`config.mk`:
```
export PLATFORM = sky130hd
export DESIGN_NAME = mmio_timer
export DESIGN_NICKNAME = d
export VERILOG_FILES = /design/src/rtl/mmio_pkg.sv /design/src/rtl/mmio_lane_mask.sv /design/src/rtl/mmio_timer.sv
export SDC_FILE = /design/constraint.sdc
export NUM_CORES = 1
export LEC_CHECK = 0
export CORE_UTILIZATION = 45
export CTS_BUF_LIST = sky130_fd_sc_hd__clkbuf_4 sky130_fd_sc_hd__clkbuf_8
export DETAILED_ROUTE_END_ITERATION = 8
export PLACE_DENSITY = 0.69
export SYNTH_ARGS = -nofsm -noshare
export SYNTH_HDL_FRONTEND = slang
export SYNTH_SLANG_ARGS = --single-unit
```
`constraint.sdc`:
```
create_clock -name CLK -period 6.8 [get_ports CLK]
set_clock_uncertainty 0.05 [all_clocks]
set_input_delay 0.68 -clock CLK [delete_from_list [all_inputs] [get_ports CLK]]
set_output_delay 0.68 -clock CLK [all_outputs]
set_load 0.01 [all_outputs]
```
`src/rtl/mmio_pkg.sv`:
```
// mmio_pkg: shared definitions for the memory-mapped timer and its bus neighbours.
// Holds the register offsets inside the 256-byte window, the CTRL bit layout, the
// access-size encodings carried on the CPU `sel` lines, the default window base, and
// small helpers for register decode and byte-lane merging.
package mmio_pkg;

    // Default window base; the low byte must stay zero.
    localparam logic [31:0] DefaultBaseAddr = 32'hFFFF_0000;

    // Byte offsets of the timer registers inside the window.
    localparam logic [7:0] OffCtrl    = 8'h00;
    localparam logic [7:0] OffCount   = 8'h04;
    localparam logic [7:0] OffCompare = 8'h08;
    localparam logic [7:0] OffStatus  = 8'h0C;

    // CTRL bit positions.
    localparam int unsigned CtrlEnBit         = 0;
    localparam int unsigned CtrlAutoReloadBit = 1;
    localparam int unsigned CtrlIrqEnBit      = 2;
    localparam int unsigned CtrlPrescaleLsb   = 16;
    localparam int unsigned CtrlPrescaleMsb   = 31;

    // STATUS bit positions.
    localparam int unsigned StatusMatchBit = 0;

    // Bits of CTRL that hold state; everything else reads back as zero.
    localparam logic [31:0] CtrlWritableMask = 32'hFFFF_0007;

    // Access size as driven on `sel`.
    typedef enum logic [1:0] {
        SizeWord = 2'b00,
        SizeHalf = 2'b01,
        SizeByte = 2'b10,
        SizeNone = 2'b11
    } size_sel_e;

    // Decoded register target of an in-window access.
    typedef enum logic [2:0] {
        RegCtrl,
        RegCount,
        RegCompare,
        RegStatus,
        RegNone
    } reg_sel_e;

    // Map a word index (Addr[7:2]) to the register it selects.
    function automatic reg_sel_e decode_reg(input logic [5:0] word_idx);
        if (word_idx == OffCtrl[7:2]) begin
            return RegCtrl;
        end
        if (word_idx == OffCount[7:2]) begin
            return RegCount;
        end
        if (word_idx == OffCompare[7:2]) begin
            return RegCompare;
        end
        if (word_idx == OffStatus[7:2]) begin
            return RegStatus;
        end
        return RegNone;
    endfunction

    // Widen a 4-bit byte enable to a 32-bit bit mask.
    function automatic logic [31:0] expand_byte_en(input logic [3:0] byte_en);
        logic [31:0] mask;
        for (int i = 0; i < 4; i++) begin
            mask[8*i +: 8] = {8{byte_en[i]}};
        end
        return mask;
    endfunction

    // Replace the enabled byte lanes of old_val with those of new_val.
    function automatic logic [31:0] merge_lanes(input logic [31:0] old_val,
                                                input logic [31:0] new_val,
                                                input logic [3:0]  byte_en);
        logic [31:0] mask;
        mask = expand_byte_en(byte_en);
        return (old_val & ~mask) | (new_val & mask);
    endfunction

endpackage

```
`src/rtl/mmio_lane_mask.sv`:
```
// mmio_lane_mask: combinational byte-enable decoder shared by the timer and the RAM.
// Turns the CPU access size and the low two address bits into the set of byte lanes
// a store touches. Sub-word stores are expected to be naturally aligned.
//
// Ports:
//   sel_i      access size (word / halfword / byte / reserved)
//   addr_lo_i  Addr[1:0] of the access
//   byte_en_o  one bit per byte lane, lane 0 = bits [7:0]
module mmio_lane_mask
    import mmio_pkg::*;
(
    input  logic [1:0] sel_i,
    input  logic [1:0] addr_lo_i,
    output logic [3:0] byte_en_o
);

    always_comb begin
        byte_en_o = 4'b0000;
        unique case (size_sel_e'(sel_i))
            SizeWord: byte_en_o = 4'b1111;
            // Halfword lane pair is picked by Addr[1]; Addr[0] is ignored.
            SizeHalf: byte_en_o = addr_lo_i[1] ? 4'b1100 : 4'b0011;
            SizeByte: byte_en_o = 4'b0001 << addr_lo_i;
            SizeNone: byte_en_o = 4'b0000;
            default:  byte_en_o = 4'b0000;
        endcase
    end

endmodule

```
`src/rtl/mmio_timer.sv`:
```
// mmio_timer: memory-mapped timer/compare responder on the Multi_Cyclic_MIPS memory bus.
// Shares address, write data, write strobe and size select with the RAM and answers
// accesses inside a 256-byte window. Provides a prescaled 32-bit up-counter, a compare
// register, a sticky match flag and an interrupt line.
//
// System integration: RAM write enable is MEM_WS & ~Hit, and the CPU read-data input is
// Hit ? timer Output_Data : RAM Output_Data.
//
// Register map (Addr[7:2]):
//   0x00 CTRL    bit0 EN, bit1 AUTO_RELOAD, bit2 IRQ_EN, bits[31:16] PRESCALE
//   0x04 COUNT   read/write
//   0x08 COMPARE read/write
//   0x0C STATUS  bit0 MATCH, write 1 to clear
//   others       read 0, writes ignored
//
// Ports:
//   CLK          single rising-edge clock
//   RST          synchronous active-high reset
//   Addr         CPU byte address
//   Data         CPU write data
//   W_EN         CPU write strobe
//   sel          access size (00 word, 01 half, 10 byte, 11 none)
//   Output_Data  combinational read data, zero when not hit
//   Hit          address falls inside the window
//   IRQ          MATCH & IRQ_EN
module mmio_timer
    import mmio_pkg::*;
#(
    parameter int unsigned                ADDRESS_WIDTH = 32,
    parameter int unsigned                DATA_WIDTH    = 32,
    parameter logic [ADDRESS_WIDTH-1:0]   BASE_ADDR     = ADDRESS_WIDTH'(DefaultBaseAddr)
) (
    input  logic                     CLK,
    input  logic                     RST,
    input  logic [ADDRESS_WIDTH-1:0] Addr,
    input  logic [DATA_WIDTH-1:0]    Data,
    input  logic                     W_EN,
    input  logic [1:0]               sel,
    output logic [DATA_WIDTH-1:0]    Output_Data,
    output logic                     Hit,
    output logic                     IRQ
);

    // Architectural state.
    logic [31:0] ctrl_q,    ctrl_d;
    logic [31:0] count_q,   count_d;
    logic [31:0] compare_q, compare_d;
    logic        match_q,   match_d;
    logic [15:0] pcnt_q,    pcnt_d;

    // Bus decode.
    logic [31:0] wdata;
    logic [31:0] rdata;
    logic [3:0]  byte_en;
    reg_sel_e    reg_sel;
    logic        wr_any;
    logic        wr_ctrl;
    logic        wr_count;
    logic        wr_compare;
    logic        status_clr;

    // Counter control.
    logic        en;
    logic        auto_reload;
    logic [15:0] prescale;
    logic        tick;
    logic        match_set;

    assign wdata   = Data[31:0];
    assign Hit     = (Addr[ADDRESS_WIDTH-1:8] == BASE_ADDR[ADDRESS_WIDTH-1:8]);
    assign reg_sel = decode_reg(Addr[7:2]);

    mmio_lane_mask u_lane_mask (
        .sel_i     (sel),
        .addr_lo_i (Addr[1:0]),
        .byte_en_o (byte_en)
    );

    // A write with no enabled lane (reserved size) is no write at all, so it must not
    // clear the prescaler either.
    assign wr_any     = W_EN & Hit & (|byte_en);
    assign wr_ctrl    = wr_any & (reg_sel == RegCtrl);
    assign wr_count   = wr_any & (reg_sel == RegCount);
    assign wr_compare = wr_any & (reg_sel == RegCompare);
    // Only lane 0 carries the clear bit.
    assign status_clr = wr_any & (reg_sel == RegStatus) & byte_en[0] & wdata[StatusMatchBit];

    assign en          = ctrl_q[CtrlEnBit];
    assign auto_reload = ctrl_q[CtrlAutoReloadBit];
    assign prescale    = ctrl_q[CtrlPrescaleMsb:CtrlPrescaleLsb];

    // Tick and match use the pre-edge register values, so a same-cycle write to CTRL
    // or COMPARE only affects later ticks.
    assign tick      = en & (pcnt_q == prescale);
    assign match_set = tick & (count_q == compare_q);

    always_comb begin
        ctrl_d    = ctrl_q;
        count_d   = count_q;
        compare_d = compare_q;
        match_d   = match_q;
        pcnt_d    = pcnt_q;

        // Prescaler: a CTRL write restarts it; otherwise it free-runs while enabled.
        if (wr_ctrl) begin
            pcnt_d = 16'h0000;
        end else if (tick) begin
            pcnt_d = 16'h0000;
        end else if (en) begin
            pcnt_d = pcnt_q + 16'h0001;
        end

        // Counter: a CPU write overrides the tick update; unwritten lanes keep the
        // pre-increment value.
        if (tick) begin
            if (match_set && auto_reload) begin
                count_d = 32'h0000_0000;
            end else begin
                count_d = count_q + 32'h0000_0001;
            end
        end
        if (wr_count) begin
            count_d = merge_lanes(count_q, wdata, byte_en);
        end

        if (wr_ctrl) begin
            ctrl_d = merge_lanes(ctrl_q, wdata, byte_en) & CtrlWritableMask;
        end

        if (wr_compare) begin
            compare_d = merge_lanes(compare_q, wdata, byte_en);
        end

        // Set beats clear when both land in the same cycle.
        if (match_set) begin
            match_d = 1'b1;
        end else if (status_clr) begin
            match_d = 1'b0;
        end
    end

    always_ff @(posedge CLK) begin
        if (RST) begin
            ctrl_q    <= 32'h0000_0000;
            count_q   <= 32'h0000_0000;
            compare_q <= 32'h0000_0000;
            match_q   <= 1'b0;
            pcnt_q    <= 16'h0000;
        end else begin
            ctrl_q    <= ctrl_d;
            count_q   <= count_d;
            compare_q <= compare_d;
            match_q   <= match_d;
            pcnt_q    <= pcnt_d;
        end
    end

    // Read path returns the whole aligned word; lane extraction happens in the CPU.
    always_comb begin
        rdata = 32'h0000_0000;
        if (Hit) begin
            unique case (reg_sel)
                RegCtrl:    rdata = ctrl_q;
                RegCount:   rdata = count_q;
                RegCompare: rdata = compare_q;
                RegStatus:  rdata = {31'h0000_0000, match_q};
                RegNone:    rdata = 32'h0000_0000;
                default:    rdata = 32'h0000_0000;
            endcase
        end
    end

    assign Output_Data = DATA_WIDTH'(rdata);
    assign IRQ         = match_q & ctrl_q[CtrlIrqEnBit];

endmodule

```
==> results_dict.tcl, run 1 <==
set metrics [dict create \
    status "completed" \
    drv.max_cap_violation_count 0 \
    grt_pass1_wl_mm 32.6 \
    cp_data_required_time_ns 6.07 \
    drive_above_1_share_pct 5.18 \
    grt_pass1_vias 6185 \
    largest_net_degree_at_the_start_of_global_routing 44 \
    count_of_buffer_and_inverter_cells_on_the_critical_path 3 \
    numCtsBuffers 9 \
    ys_seq_area_share_pct 32.0 \
    arrival_ns 3.87 \
    synth.most_common_cell "nor2_1" \
    netlist_top_cells_count "136 x nor2_1, 100 x dfxtp_1, 66 x a21oi_1" \
    number_of_max_slew_violations_in_the_final_report 0 \
    route.detailed.wl_per_inst_um 19.3 \
    cts_root_buf "clkbuf_8" \
    floorplan.die_area_um2 14400 \
    total_leakage_power_nw 2.74 \
    post_synth.cell_area_avg_um2 7.69 \
    synth_seq_cells 100 \
    async_flop_share_pct 0 \
    clkSinkCount 100 \
    maximum_operating_frequency_ghz 0.218 \
    tritoncts "built" \
    synthDistinctLibCells 61 \
    synth_area_um2 6250 \
    post_cts.resized_instances 0 \
    postSynthNetCount 883 \
    gp_congestion 0.926 \
    pin_count 103 \
    crit_path_start "Addr[12]" \
    postRouteAntennaNets 0 \
    layout.filler_cells 1266 \
    critical_path.cell_chain "clkdlybuf4s50_1 -> nand4b_1 -> nor4_1 -> and2_1 -> nand2_1 -> buf_4 -> nor2_1 -> clkdlybuf4s50_1" \
    dr_total_vias 6545 \
    period_minus_slack_ns 4.60 \
    worstHoldStart "match_q" \
    numPortBuffers 102 \
    finish.net_count 954 \
    worstSetupPathType "input pin to output port" \
    hold_violations 0 \
    syn_inst 812 \
    post-synth-top-area-fraction_pct 32.0 \
    maximum_clock_insertion_buffer_count 2 \
    cell_repeated_most_along_the_worst_path "clkdlybuf4s50_1" \
    grt.total_usage_pct 28.8 \
    drt_iter0_drc 706 \
    setup-tns-final_ns 0 \
    ys_warn_count 0 \
    clkSlewWorstSetupHoldPaths_ns 0.09 \
    initial_antenna_violation_count 0 \
    whs_ns 0.446 \
    detail_route.drc_violations 0 \
    critPathMaxStageDelay_ns 0.87 \
    timing.slew.headroom_pct 20.5 \
    clock_latency_of_the_later_clocked_register_in_the_worst_skew_pair_ns 0.38 \
    power_per_cell_area_nw_per_um2 143 \
    post-route-util_pct 56.3 \
    drt_pre_antenna_iters 6 \
    min-delay-path-class "flop to flop" \
    cpMaxStageDelayCell "nor4_1" \
    grt_setup_unrepaired "no" \
    hpwlAfterDp_mm 14.9 \
    post_cts_hold_buffer_count 0 \
    diodes 0 \
    overflow 0 \
    detail_route.wirelength_mm 20.5 \
    post_synth_main_area_contributors "dfxtp_1 32%, mux2i_1 8.8%, nor2_1 8.2%" \
    cts_htree_levels 3 \
    vias_per_cell 6.15 \
    measured_slew_at_the_worst_slew_check_pin_ns 1.18 \
    initial_utilization_pct 46.6 \
    fin_total_pwr_mw 1.08 \
    die_width_um 120 \
    crit_family "simple AND/OR/NAND/NOR gates" \
    setup_viol 0 \
    number_of_enable_type_register_cells_in_the_synthesized_netlist 0 \
    fin_crit_sh_pct 67.6 \
    number_of_cell_rows 42 \
    kind_of_end_point_of_the_critical_path "output port" \
    postPlaceCellArea_um2 7340 \
    ir_worst_vdd_mv 0.118 \
    synthToLayoutAreaGrowth_pct 20.7 \
    core_um2 13400 \
    post-cts-setup-buffers 0 \
    timing.critical_path.from_type "input pin" \
    yosys_most_used_dff "dfxtp_1" \
    synth_top_area_cell "dfxtp_1" \
    chipHeight_um 120 \
    worstPathMaxFanout 24 \
    post-route-cell-area_um2 7540 \
]
metrics by stage:
step / worst slack [ns] / instances
2_1_floorplan: 3.65 / 812
3_3_place_gp: 2.26 / 1048
3_5_place_dp: 2.22 / 1048
4_1_cts: 2.23 / 1064
5_1_grt: 1.92 / 1064
6_report: 2.20 / 1064
layout make-up:
cell class | count | area, um^2 | area share (%)
clock buffer | 14 | 186 | 2.47
clock inverter | 2 | 16.3 | 0.216
inverter | 13 | 48.8 | 0.647
multi-input combinational | 647 | 3980 | 52.7
sequential | 100 | 2000 | 26.5
tap | 176 | 220 | 2.92
timing repair buffer | 112 | 1090 | 14.5
where the power goes:
group          total, mW  switching [mW]  internal, mW
Combinational     0.0935          0.0484        0.0452
Sequential         0.585    0.0000000135         0.585
Clock              0.396           0.218         0.179
path summary, 6_finish.rpt:
path | endpoint | slack, ns | cells past startpoint
setup / recovery | Output_Data[23] | 2.20 | 8
hold / removal | match_q | 0.45 | 2
setup reg to reg | flop | 3.72 | 7
hold reg to reg | match_q | 0.45 | 2
worst min-delay path: stages, from the launching register on:
cell and delay (ns):
dfxtp_1 0.33, o41ai_1 0.07, a21oi_1 0.06
kinds of logic (layout without fill, tap and decap cells):
kind of cell	after synthesis	count (layout)	synth area share, %
simple gates	344	344	27.7
compound gates	181	181	17.5
flops	100	100	32.0
buf+inv	65	141	4.39
xor+xnor	64	64	8.97
mux	56	56	8.99
fa+ha+maj	2	2	0.400
metal layers:
metal / vias to the layer above / share of wire, % / global-route usage, %
met5: - / 0 / 0
met3: 56 / 9.0 / 4.23
met1: 3089 / 42 / 37.9
li1: 3031 / - / -
met2: 369 / 46 / 46.5
met4: 0 / 3.2 / 13.2
placed cells by master (no fill, tap or decap), types with 4 or more instances in the layout:
cell	n
a211oi_1	6
a21boi_1	4
a21o_1	4
a21oi_1	66
a22oi_1	15
a32oi_1	7
and2_1	5
and3_1	14
and4_1	4
buf_4	10
clkbuf_8	13
clkdlybuf4s50_1	101
dfxtp_1	100
inv_1	13
mux2i_1	55
nand2_1	60
nand2b_1	6
nand3_1	23
nand4_1	15
nand4_2	4
nor2_1	136
nor2_2	4
nor3_1	18
nor3b_1	5
nor4_1	20
nor4b_1	4
o211ai_1	4
o21ai_0	29
o21ai_1	22
o31ai_1	5
or3_1	5
or4_1	5
xnor2_1	9
xor2_1	55
Note: power is estimated with default switching activity, not from simulation.
==> run 2, diff against run 1 <==
--- a/config.mk
+++ b/config.mk
@@ -8,7 +8,7 @@
 export CORE_UTILIZATION = 45
 export CTS_BUF_LIST = sky130_fd_sc_hd__clkbuf_4 sky130_fd_sc_hd__clkbuf_8
 export DETAILED_ROUTE_END_ITERATION = 8
-export PLACE_DENSITY = 0.69
+export PLACE_DENSITY = 0.72
 export SYNTH_ARGS = -nofsm -noshare
 export SYNTH_HDL_FRONTEND = slang
 export SYNTH_SLANG_ARGS = --single-unit
==> constraint.sdc (replaced) <==
create_clock -name CLK -period 3.8 [get_ports CLK]
set_clock_uncertainty 0.05 [all_clocks]
set_input_delay 0.38 -clock CLK [delete_from_list [all_inputs] [get_ports CLK]]
set_output_delay 0.38 -clock CLK [all_outputs]
set_load 0.01 [all_outputs]
==> run 2 against run 1 <==
Critical path depth did not move. Die area unchanged. Non-clock buffer count rose by 17. Sequential power rose by 79%. Sequential share of layout area shrank 0.39 points. Critical endpoint is now Output_Data[15]. Largest power group unchanged. Highest routed layer unchanged.
==> results_dict.tcl, run 2 (same netlist as run 1, synthesis figures left out) <==
set metrics [dict create \
    detail_route.wirelength_mm 19.5 \
    largest_net_degree_at_the_start_of_global_routing 45 \
    timing.slew.headroom_pct 27.6 \
    cp_data_required_time_ns 3.37 \
    grt_pass1_wl_mm 31.4 \
    critPathMaxStageDelay_ns 0.58 \
    number_of_cell_rows 42 \
    tritoncts "built" \
    setup-tns-final_ns 0 \
    mostFrequentLayoutCell "nor2_1" \
    layout.filler_cells 1289 \
    combinational_power_share_pct 9.0 \
    core_um2 13400 \
    die_width_um 120 \
    gp_congestion 0.948 \
    drv.max_cap_violation_count 0 \
    route.detailed.wl_per_inst_um 18.1 \
    maximum_operating_frequency_ghz 0.304 \
    whs_ns 0.438 \
    crit_path_start "Addr[9]" \
    post_cts.resized_instances 0 \
    cpMaxStageDelayCell "or4_1" \
    total_leakage_power_nw 2.82 \
    reg2regPathDepth 7 \
    commonest_cells_after_routing_fill_and_taps_aside "136 x nor2_1, 101 x clkdlybuf4s50_1, 100 x dfxtp_1" \
    worstSetupPathType "input pin to output port" \
    min-delay-path-class "flop to flop" \
    vias_per_cell 5.84 \
    drt_pre_antenna_iters 6 \
    setup.worst_path.end "Output_Data[15]" \
    initial_utilization_pct 46.6 \
    cts_htree_levels 3 \
    multi_input_comb_area_um2 3980 \
    cell_repeated_most_along_the_worst_path "clkdlybuf4s50_1" \
    drt_iter0_drc 773 \
    worstPathMaxFanout 17 \
    detail_route.drc_violations 0 \
    timing.critical_path.from_type "input pin" \
    measured_slew_at_the_worst_slew_check_pin_ns 1.08 \
    overflow 0 \
    numCtsBuffers 9 \
    kind_of_end_point_of_the_critical_path "output port" \
    switching_share_pct 24.6 \
    number_of_max_slew_violations_in_the_final_report 0 \
    grt_setup_unrepaired "no" \
    chipHeight_um 120 \
    fin_crit_sh_pct 86.7 \
    clock_latency_of_the_later_clocked_register_in_the_worst_skew_pair_ns 0.39 \
    ir_worst_vdd_mv 0.224 \
    diodes 0 \
    drive_above_1_share_pct 6.86 \
    power_frac_seq_pct 55.6 \
    critical_path.cell_chain "clkdlybuf4s50_1 -> or4_1 -> nor4_4 -> and2_1 -> nand2_1 -> buf_4 -> nor2_1 -> clkdlybuf4s50_1" \
    count_of_buffer_and_inverter_cells_on_the_critical_path 3 \
    clkSlewWorstSetupHoldPaths_ns 0.10 \
    arrival_ns 2.86 \
    dr_total_vias 6311 \
    final-seq-area_um2 2000 \
    post_cts_hold_buffer_count 0 \
    cts_root_buf "clkbuf_8" \
    maximum_clock_insertion_buffer_count 2 \
    period_minus_slack_ns 3.29 \
    power_per_cell_area_nw_per_um2 246 \
    finish.net_count 971 \
    grt.total_usage_pct 28.1 \
    pin_count 103 \
    numPortBuffers 102 \
    postRouteAntennaNets 0 \
    initial_antenna_violation_count 0 \
    internal_power_mw 1.42 \
    setup_viol 0 \
    synthToLayoutAreaGrowth_pct 22.5 \
    critical_path_cell_count 8 \
    hpwlAfterDp_mm 14.6 \
    post-cts-setup-buffers 0 \
    status "completed" \
    grt_pass1_vias 5892 \
    part_of_the_total_power_dissipated_in_the_clock_network_pct 35.4 \
    total_switching_power_uw 464 \
    crit_family "simple AND/OR/NAND/NOR gates" \
    clkSinkCount 100 \
    floorplan.die_area_um2 14400 \
    hold_violations 0 \
    worst-r2r-setup-slack_ns 0.81 \
]
## run 2: layer usage
| metal | track usage (%) | part of all wire [%] | vias to the layer above |
|---|---|---|---|
| met4 | 10.8 | 2.8 | 0 |
| met3 | 6.27 | 8.6 | 42 |
| met2 | 44.4 | 46 | 290 |
| met1 | 37.2 | 43 | 2916 |
| li1 | - | - | 3063 |
| met5 | 0 | 0 | - |
## run 2: stage by stage
stage,cell area [um^2],utilization [%],power [mW],instances,setup slack (ns)
after floorplan,6250,-,1.13,812,1.25
after global placement,7470,55.7,1.24,1065,0.516
after detailed placement,7470,55.7,1.24,1065,0.483
after CTS,7650,57.1,1.90,1080,0.474
after global routing,7650,57.1,1.95,1080,0.360
final,7650,57.1,1.88,1080,0.506
## run 2: area by class of cell
type / count / area share (%)
Inverter: 13 / 0.638
Multi-Input combinational cell: 647 / 52.0
Clock inverter: 3 / 0.278
Clock buffer: 12 / 2.16
Sequential cell: 100 / 26.2
Tap cell: 176 / 2.88
Timing Repair Buffer: 129 / 15.9
## run 2: how the worst min path moves through the flow
stage / start / end / slack (ns) / cells after the start
finish: match_q / match_q / 0.44 / 2
global route: match_q / match_q / 0.46 / 2
floorplan: match_q / match_q / 0.40 / 2
global placement: match_q / match_q / 0.42 / 2
detailed placement: match_q / match_q / 0.43 / 2
CTS: match_q / match_q / 0.44 / 2
## run 2: worst min-delay path, stage by stage, from the launching register on
cell     delay [ns]
dfxtp_1        0.33
o41ai_1        0.06
a21oi_1        0.06
## run 2: power by group through the flow
| stage | Clock [mW] | Sequential, mW | Combinational [mW] |
|---|---|---|---|
| floorplan | 0 | 1.07 | 0.0569 |
| global placement | 0 | 1.07 | 0.168 |
| detailed placement | 0 | 1.07 | 0.167 |
| CTS | 0.683 | 1.05 | 0.168 |
| global route | 0.727 | 1.05 | 0.179 |
| finish | 0.667 | 1.05 | 0.170 |
